**config.mk**
```make
export PLATFORM = sky130hd
export DESIGN_NAME = repair_search_ctrl_flat
export DESIGN_NICKNAME = d
export VERILOG_FILES = /design/src/rtl/repair_search_ctrl_if.sv /design/src/rtl/repair_search_ctrl.sv /design/src/flat_wrapper.sv
export SDC_FILE = /design/constraint.sdc
export NUM_CORES = 1
export LEC_CHECK = 0
export ABC_AREA = 1
export CAP_MARGIN = 20
export CELL_PAD_IN_SITES_DETAIL_PLACEMENT = 1
export CELL_PAD_IN_SITES_GLOBAL_PLACEMENT = 2
export CORE_ASPECT_RATIO = 2
export CORE_UTILIZATION = 27
export CTS_CLUSTER_DIAMETER = 50
export DETAILED_ROUTE_END_ITERATION = 7
export PLACE_DENSITY = 0.78
export SETUP_SLACK_MARGIN = 0.5
export SYNTH_ARGS = -nofsm -noshare
export SYNTH_HDL_FRONTEND = slang
export SYNTH_SLANG_ARGS = --single-unit
```
**constraint.sdc**
```tcl
create_clock -name clk -period 2.2 [get_ports clk]
set_input_delay 0.44 -clock clk [delete_from_list [all_inputs] [get_ports clk]]
set_output_delay 0.44 -clock clk [all_outputs]
set_load 0.02 [all_outputs]
```
**src/rtl/repair_search_ctrl_if.sv**
```systemverilog
// repair_search_ctrl_if: start/status, generator and checker signals of the
// repair search sequencer. The abort line exists only when SEARCH_ABORT_EN
// is defined.
interface repair_search_ctrl_if;
    logic       start;
    logic [1:0] spare_struct_type;
    logic       gen_rst;
    logic [7:0] gen_dsss;
    logic [3:0] gen_rlss;
    logic       cand_valid;
    logic [7:0] cand_dsss;
    logic [3:0] cand_rlss;
    logic       chk_valid;
    logic       chk_pass;
    logic       busy;
    logic       done;
    logic       repair_ok;
    logic [7:0] sol_dsss;
    logic [3:0] sol_rlss;
    logic [7:0] sol_idx;
    logic [7:0] cand_cnt;
`ifdef SEARCH_ABORT_EN
    logic       abort;
`endif

    // Sequencer side
    modport master (
`ifdef SEARCH_ABORT_EN
        input  abort,
`endif
        input  start, spare_struct_type, gen_dsss, gen_rlss, chk_valid, chk_pass,
        output gen_rst, cand_valid, cand_dsss, cand_rlss, busy, done, repair_ok,
        output sol_dsss, sol_rlss, sol_idx, cand_cnt
    );

    // Environment side: requester, generator and checker
    modport slave (
`ifdef SEARCH_ABORT_EN
        output abort,
`endif
        output start, spare_struct_type, gen_dsss, gen_rlss, chk_valid, chk_pass,
        input  gen_rst, cand_valid, cand_dsss, cand_rlss, busy, done, repair_ok,
        input  sol_dsss, sol_rlss, sol_idx, cand_cnt
    );
endinterface

```
**src/rtl/repair_search_ctrl.sv**
```systemverilog
// repair_search_ctrl: releases the spare-candidate generator on start, issues
// one candidate per cycle to the repair-analysis checker, matches the in-order
// checker results back to their candidates and stops on the first pass or
// when the candidate space (70 or 210 entries) is exhausted.
// Optional feature macro: SEARCH_ABORT_EN (adds the abort input).
module repair_search_ctrl #(
    parameter int CHK_LAT = 2
) (
    input  logic                 clk,
    input  logic                 rst,
    repair_search_ctrl_if.master bus
);
    typedef enum logic [2:0] {IDLE, LAUNCH, RUN, DRAIN, DONE} state_t;

    state_t     state;
    logic [1:0] struct_type;
    logic [7:0] limit;
    logic [7:0] res_cnt;
    logic [7:0] res_next;
    logic       found;
    logic       in_search;
    logic       res_hit;
    logic       pass_hit;
    logic       abort_hit;
    logic       issue_last;

    // Issued candidates delayed to line up with their checker verdicts
    logic [CHK_LAT-1:0][7:0] dly_dsss;
    logic [CHK_LAT-1:0][3:0] dly_rlss;
    logic [CHK_LAT-1:0][7:0] dly_idx;

    assign limit      = (struct_type == 2'b11) ? 8'd210 : 8'd70;
    assign in_search  = (state == LAUNCH) || (state == RUN) || (state == DRAIN);
    assign res_hit    = in_search && bus.chk_valid;
    assign pass_hit   = res_hit && bus.chk_pass && !found;
    assign res_next   = res_cnt + {7'd0, res_hit};
    assign issue_last = (bus.cand_cnt + 8'd1) == limit;

`ifdef SEARCH_ABORT_EN
    assign abort_hit = in_search && bus.abort;
`else
    assign abort_hit = 1'b0;
`endif

    // Shift the registered candidate and its 0-based index down the delay line
    always_ff @(posedge clk) begin
        if (rst) begin
            dly_dsss <= '0;
            dly_rlss <= '0;
            dly_idx  <= '0;
        end else begin
            dly_dsss[0] <= bus.cand_dsss;
            dly_rlss[0] <= bus.cand_rlss;
            dly_idx[0]  <= bus.cand_cnt - 8'd1;
            for (int i = 1; i < CHK_LAT; i++) begin
                dly_dsss[i] <= dly_dsss[i-1];
                dly_rlss[i] <= dly_rlss[i-1];
                dly_idx[i]  <= dly_idx[i-1];
            end
        end
    end

    // Search sequencer with registered outputs and result matching
    always_ff @(posedge clk) begin
        if (rst) begin
            state          <= IDLE;
            struct_type    <= 2'b00;
            res_cnt        <= 8'd0;
            found          <= 1'b0;
            bus.gen_rst    <= 1'b1;
            bus.cand_valid <= 1'b0;
            bus.cand_dsss  <= 8'd0;
            bus.cand_rlss  <= 4'd0;
            bus.busy       <= 1'b0;
            bus.done       <= 1'b0;
            bus.repair_ok  <= 1'b0;
            bus.sol_dsss   <= 8'd0;
            bus.sol_rlss   <= 4'd0;
            bus.sol_idx    <= 8'd0;
            bus.cand_cnt   <= 8'd0;
        end else begin
            bus.done <= 1'b0;

            // Results are only meaningful while a search is in flight
            if (res_hit)
                res_cnt <= res_next;
            if (pass_hit) begin
                bus.sol_dsss  <= dly_dsss[CHK_LAT-1];
                bus.sol_rlss  <= dly_rlss[CHK_LAT-1];
                bus.sol_idx   <= dly_idx[CHK_LAT-1];
                bus.repair_ok <= 1'b1;
                found         <= 1'b1;
            end

            case (state)
                IDLE: begin
                    bus.gen_rst    <= 1'b1;
                    bus.cand_valid <= 1'b0;
                    if (bus.start) begin
                        struct_type   <= bus.spare_struct_type;
                        bus.busy      <= 1'b1;
                        bus.cand_cnt  <= 8'd0;
                        bus.repair_ok <= 1'b0;
                        bus.sol_dsss  <= 8'd0;
                        bus.sol_rlss  <= 4'd0;
                        bus.sol_idx   <= 8'd0;
                        res_cnt       <= 8'd0;
                        found         <= 1'b0;
                        if (bus.spare_struct_type == 2'b00) begin
                            // No spare structure: nothing to search
                            bus.done <= 1'b1;
                            state    <= DONE;
                        end else begin
                            bus.gen_rst <= 1'b0;
                            state       <= LAUNCH;
                        end
                    end
                end
                LAUNCH: begin
                    // Generator needs one cycle to register its first output
                    state <= RUN;
                end
                RUN: begin
                    bus.cand_valid <= 1'b1;
                    bus.cand_dsss  <= bus.gen_dsss;
                    bus.cand_rlss  <= bus.gen_rlss;
                    bus.cand_cnt   <= bus.cand_cnt + 8'd1;
                    if (issue_last || pass_hit) begin
                        bus.gen_rst <= 1'b1;
                        state       <= DRAIN;
                    end
                end
                DRAIN: begin
                    bus.cand_valid <= 1'b0;
                    if (res_next == bus.cand_cnt) begin
                        bus.done <= 1'b1;
                        state    <= DONE;
                    end
                end
                DONE: begin
                    bus.busy <= 1'b0;
                    state    <= IDLE;
                end
                default: begin
                    state <= IDLE;
                end
            endcase

            // Abort discards any solution and ends the search immediately
            if (abort_hit) begin
                bus.gen_rst    <= 1'b1;
                bus.cand_valid <= 1'b0;
                bus.repair_ok  <= 1'b0;
                bus.sol_dsss   <= 8'd0;
                bus.sol_rlss   <= 4'd0;
                bus.sol_idx    <= 8'd0;
                bus.done       <= 1'b1;
                state          <= DONE;
            end
        end
    end
endmodule

```
**src/flat_wrapper.sv**
```systemverilog
// flat-port wrapper written by rule: the top's interface ports become plain ports
module repair_search_ctrl_flat 
#(
    parameter int CHK_LAT = 2
)
  (clk, rst, bus_start, bus_spare_struct_type, bus_gen_dsss, bus_gen_rlss, bus_chk_valid, bus_chk_pass, bus_gen_rst, bus_cand_valid, bus_cand_dsss, bus_cand_rlss, bus_busy, bus_done, bus_repair_ok, bus_sol_dsss, bus_sol_rlss, bus_sol_idx, bus_cand_cnt);
  repair_search_ctrl_if bus_i ();
  input  logic clk;
  input  logic rst;
  input wire logic [$bits(bus_i.start)-1:0] bus_start;
  input wire logic [$bits(bus_i.spare_struct_type)-1:0] bus_spare_struct_type;
  input wire logic [$bits(bus_i.gen_dsss)-1:0] bus_gen_dsss;
  input wire logic [$bits(bus_i.gen_rlss)-1:0] bus_gen_rlss;
  input wire logic [$bits(bus_i.chk_valid)-1:0] bus_chk_valid;
  input wire logic [$bits(bus_i.chk_pass)-1:0] bus_chk_pass;
  output wire logic [$bits(bus_i.gen_rst)-1:0] bus_gen_rst;
  output wire logic [$bits(bus_i.cand_valid)-1:0] bus_cand_valid;
  output wire logic [$bits(bus_i.cand_dsss)-1:0] bus_cand_dsss;
  output wire logic [$bits(bus_i.cand_rlss)-1:0] bus_cand_rlss;
  output wire logic [$bits(bus_i.busy)-1:0] bus_busy;
  output wire logic [$bits(bus_i.done)-1:0] bus_done;
  output wire logic [$bits(bus_i.repair_ok)-1:0] bus_repair_ok;
  output wire logic [$bits(bus_i.sol_dsss)-1:0] bus_sol_dsss;
  output wire logic [$bits(bus_i.sol_rlss)-1:0] bus_sol_rlss;
  output wire logic [$bits(bus_i.sol_idx)-1:0] bus_sol_idx;
  output wire logic [$bits(bus_i.cand_cnt)-1:0] bus_cand_cnt;
  assign bus_i.start = bus_start;
  assign bus_i.spare_struct_type = bus_spare_struct_type;
  assign bus_i.gen_dsss = bus_gen_dsss;
  assign bus_i.gen_rlss = bus_gen_rlss;
  assign bus_i.chk_valid = bus_chk_valid;
  assign bus_i.chk_pass = bus_chk_pass;
  assign bus_gen_rst = bus_i.gen_rst;
  assign bus_cand_valid = bus_i.cand_valid;
  assign bus_cand_dsss = bus_i.cand_dsss;
  assign bus_cand_rlss = bus_i.cand_rlss;
  assign bus_busy = bus_i.busy;
  assign bus_done = bus_i.done;
  assign bus_repair_ok = bus_i.repair_ok;
  assign bus_sol_dsss = bus_i.sol_dsss;
  assign bus_sol_rlss = bus_i.sol_rlss;
  assign bus_sol_idx = bus_i.sol_idx;
  assign bus_cand_cnt = bus_i.cand_cnt;
  repair_search_ctrl #(.CHK_LAT(CHK_LAT)) u_core (.clk(clk), .rst(rst), .bus(bus_i));
endmodule
```
# Yosys cells after proc, flatten, opt, wreduce, memory -nomap -nowiden
# Cells that the tools add are included.
# classes
n_addsub,3
n_eq_ne,10
n_mux,36
reduce_logical,18
# ops
operator,count
$mux 8,11
$eq 8x8->1,2
$pmux 8 s2,1
$mux 1,12
$mux 3,4
$mux 4,3
$pmux 3 s4,1
$add 8x1->8,1
$add 8x1->8 const B,1
$pmux 1 s2,4
$reduce_and 2->1,4
$sub 8x1->8 const B,1
$eq 3x2->1 const B,2
$ne 2x2->1 const B,3
$reduce_bool 2->1,3
$eq 3x1->1 const B,1
$eq 3x3->1 const B,1
$logic_and 1x1->1,3
$logic_not 3->1,1
$logic_or 1x1->1,3
$reduce_and 3->1,1
$eq 2x2->1 const B,1
$logic_not 2->1,1
$reduce_or 2->1,1
$logic_not 1->1,1
# totals
register_bits,99
in_bits,19
out_inout_bits,45
elab_cells,88

# Depth between registers and ports, before layout
# logic_depth
depth_word,9
mapped_depth,20
mapped_depth_nobuf,18

# Least setup slack after synthesis
# No wires, ideal clock.
# synth_timing
path_kind,flip-flop to flip-flop
start,reg u_core.state[1]
end,reg u_core.state[1]
setup_ns,0.110
arrival_time_ns,2.093
path_slack_ns,-0.003
path_stages_with_launch,21
synth_period_minus_slack_ns,2.203
path_cell_list,dfxtp_1 > nor2_1 > inv_2 > nand3_1 > inv_2 > clkbuf_1 > ha_1 > buf_2 > nand2_1 > nor2_2 > nand2_1 > nand2_1 > nand2_1 > nand2_1 > nand2_1 > nor2_1 > nand3_1 > nand2_2 > o211ai_1 > nand2_1 > inv_1
# synth_via
elab_chain_len,9
word_cells_on_any_way,17
cone_classes,add/sub (1); eq/ne (7); mux (1); reduce/logical (8)
# synth_lines
item,line_no,text
"start, declared",repair_search_ctrl.sv:15,state_t state;
"start signal, assigned",repair_search_ctrl.sv:66,state <= IDLE;
"start signal, assigned",repair_search_ctrl.sv:112,state <= DONE;
"start signal, assigned",repair_search_ctrl.sv:115,state <= LAUNCH;
"parallel branches: the longest is 9 deep, another holds $add 8x1->8",-,
# Several ways; the timed one is not identified.
# A chain may end at the register's enable or synchronous reset.

# Final worst setup path
# Same ends and word-level chain as after synthesis.

==> impl_metrics.csv <==
group,metric,value,unit
sta,drv_slew,0,
cells_and_area,diodes,0,
synthesis,synth_edf_count,0,
clock_tree,cts_root_buf,"clkbuf_16",
global_route,grt_pass1_wl,18.0,mm
cells_and_area,regArea,0.00201,mm^2
placement,hpwlAfterDp,8.28,mm
synthesis,yosys.cell_types.count,25,
sta,setup_slack,307,ps
synthesis,syn_nets,549,
setup_path,path_buf_inv,3,
power,p_leak,2.41,nW
synthesis,syn_inst,525,
sta,max-slew-margin-rel,59.6,%
routing,vias,3518,
cells_and_area,multi_input_area,0.00171,mm^2
routing,wire_per_inst,14.0,um
power,powerDensity,1140,mW/mm^2
global_route,grt_usage,16.0,%
synthesis,ys_top_cells_by_area,"dfxtp_1, nor2_1, nand2_1",
setup_path,required,2450,ps
synthesis,ys_async_sr_fraction,0,%
setup_path,critPathCaptureType,"flip-flop",
routing,viasPerCell,4.43,
global_route,antenna_found_initial,0,
clock_tree,cts_tree,"built",
synthesis,synth-main-ff-cell,"dfxtp_1",
cells_and_area,n_fill_cell,1776,
sta,setup_viol,0,
flow_run,drv_cap,0,
clock_tree,worstSkewPairLatency,350,ps
synthesis,synth_largest_area_cell,"dfxtp_1",
sta,hold_viol_final,0,
synthesis,ys_seq_elements,99,
setup_path,crit_top_cell,"nand2_1",
setup_path,worstSetupPathType,"reg2reg",
routing,first_pass_iters,4,
sta,min_period_over_period,86.0,%
sta,worstMarginPinSlew,604,ps
setup_path,critPathTopFamily,"simple AND/OR/NAND/NOR gates",
floorplan,die_w,87.2,um
synthesis,ys.warnings.count,0,
placement,placed_area,0.00482,mm^2
global_route,grt_pass1_vias,3677,
floorplan,die_height,172,um
clock_tree,clkTransAtPathRegs,70,ps
status,status,"completed",
placement,io_buffers,63,
routing,drc,0,
placement,dpl_worst_slack,-215,ps
routing,ant_nets,0,
cells_and_area,nets,624,
synthesis,netlist_area,0.00392,mm^2
sta,fmax,528,MHz
floorplan,start_util,27.9,%
floorplan,fp.dieArea,0.0150,mm^2
power,total_power,6.06,mW
routing,drt_iter0_markers,107,
global_route,busiest_layer,"met2",
power,peakVddDrop,0.502,mV
synthesis,syn_avg_cell_area,7.46,um^2
global_route,use_met2,31.1,%
cells_and_area,final_layout_size_suffix_gt1_share,16.4,%
clock_tree,clock_tree.buffer_depth,2,
setup_path,critPathLaunchType,"flip-flop",
cells_and_area,syn2layout_area_growth,35.6,%
clock_tree,htree_levels,3,
setup_path,arrival,2140,ps
sta,skew,8.49,ps
global_route,grt_max_degree,52,
setup_path,path_cells,"nor2_2 -> inv_2 -> nand3_2 -> inv_4 -> ha_4 -> nand2_2 -> nor2_2 -> nand2_1 -> nand2_1 -> nand2_1 -> nand2_1 -> nand2_1 -> nor2_1 -> nand3_1 -> nand2_2 -> o211ai_1 -> nand2_1 -> inv_1",
synthesis,synth-seq-area-share,50.6,%
clock_tree,clock_sinks,99,
global_route,grt-ovfl-total,0,
global_route,globalRouteMet1Util,16.0,%
setup_path,slowest_delay,360,ps
global_route,use_met3,2.72,%
floorplan,pin_count,64,
setup_path,crit_slowest_cell,"dfxtp_4",
floorplan,row_count,61,
worst_hold_path,hp-class,"reg2reg",
sta,rsz0062_at_grt,"yes",
placement,gp_congestion,0.877,
sta,period_minus_slack,1890,ps
synthesis,synth_top_area_share,50.6,%
setup_path,worstPathMaxFanout,4,
routing,wirelength,11.1,mm
floorplan,core_area,0.0140,mm^2
clock_tree,cts_buffers,9,
cells_and_area,fin_area,0.00531,mm^2
flip-flops by register name, indices dropped and copies added (netlist names), 2 cells and up:
name / flops
u_core.dly_rlss: 8
u_core.bus.sol_rlss: 4
u_core.bus.cand_rlss: 4
u_core.bus.cand_dsss: 8
u_core.bus.sol_dsss: 8
u_core.res_cnt: 8
u_core.dly_dsss: 16
u_core.state: 3
u_core.dly_idx: 16
u_core.bus.sol_idx: 8
u_core.bus.cand_cnt: 8
u_core.struct_type: 2
cells in the final DEF, fill, tap and decap left out, types with 6 or more instances in the layout:
cell,synthesis,layout
clkbuf_16,0,9
nand3_1,34,30
dlygate4sd2_1,0,46
nor2_4,3,6
nand4_1,6,6
inv_1,66,62
dfxtp_2,0,7
dfxtp_1,99,88
nand3_2,3,6
clkdlybuf4s50_1,0,16
nand2_2,4,7
inv_2,8,7
nor2_1,99,98
nand2_1,77,72
a21oi_1,32,32
buf_4,2,19
o21ai_0,40,40
timing repair:
item | 4_1_cts | 5_1_grt
setup buffers | 5 | 4
endpoints found under the setup margin | 61 | 42
resized for setup | 76 | 19
hold buffers | 0 | 0
cloned | 0 | 0
pin swaps | 11 | 15
endpoints found under the hold margin | 0 | 0
tightest hold or removal path, stage by stage, from the launching register on:
cell,delay [ps]
dfxtp_1,300
inv_1,40
nor2_1,30
path summary, 6_finish.rpt:
check                               startpoint                       endpoint  slack [ps]  cells after the start
setup / recovery  u_core.state[1]$_SDFFE_PP0P_   u_core.state[1]$_SDFFE_PP0P_         310                     18
hold / removal    u_core.dly_idx[3]$_SDFF_PP0_  u_core.dly_idx[11]$_SDFF_PP0_         410                      2
setup reg to reg  u_core.state[1]$_SDFFE_PP0P_   u_core.state[1]$_SDFFE_PP0P_         310                     18
hold reg to reg   u_core.dly_idx[3]$_SDFF_PP0_  u_core.dly_idx[11]$_SDFF_PP0_         410                      2
metrics by stage:
step                setup TNS, ps  instances  util (%)  hold slack, ps
floorplan                       0        525         -             388
global placement             -485        769      34.3             395
detailed placement           -830        769      34.3             398
CTS                             0        790      37.1             409
global route                    0        794      37.8             423
finish                          0        794      37.8             405
cell usage after synthesis, types with 4 or more instances:
| cell | number |
|---|---|
| clkbuf_1 | 13 |
| dfxtp_1 | 99 |
| nand2_1 | 77 |
| a21oi_1 | 32 |
| inv_1 | 66 |
| o21ai_0 | 40 |
| o211ai_1 | 5 |
| nor2_2 | 7 |
| nand4_1 | 6 |
| inv_2 | 8 |
| ha_1 | 5 |
| nor2_1 | 99 |
| o21ai_1 | 5 |
| nand2_2 | 4 |
| buf_2 | 6 |
| nand3_1 | 34 |
layout make-up:
class | count | share of cell area [%]
inverters | 74 | 5.56
flip-flops and latches | 99 | 37.8
well taps | 189 | 4.45
clock inverters | 7 | 1.72
clock buffers | 9 | 4.24
multi-input cells | 331 | 32.2
repair buffers | 85 | 14.0
cell families (layout without fill, tap and decap cells):
family	Yosys count	after routing	synth area share (%)
AOI/OAI and AO/OA	85	85	11.5
xor gates and xnor gates	2	2	0.447
adders and majority gates	5	5	1.60
buffers and inverters	95	175	9.49
DFF	99	99	50.6
and+or+nand+nor	239	239	26.4
layer usage:
layer	routed length, um	vias to the layer above
met1	4190	1650
li1	-	1797
met5	0	-
met2	6400	55
met4	274	0
met3	268	16
power breakdown:
part	internal (mW)	leakage, nW	switching [mW]
clock	0.912	0.152	0.738
sequential	2.15	0.814	0.213
combinational	0.780	1.45	1.27
total	3.84	2.41	2.22
No activity file was read; power rests on OpenSTA's default activity.
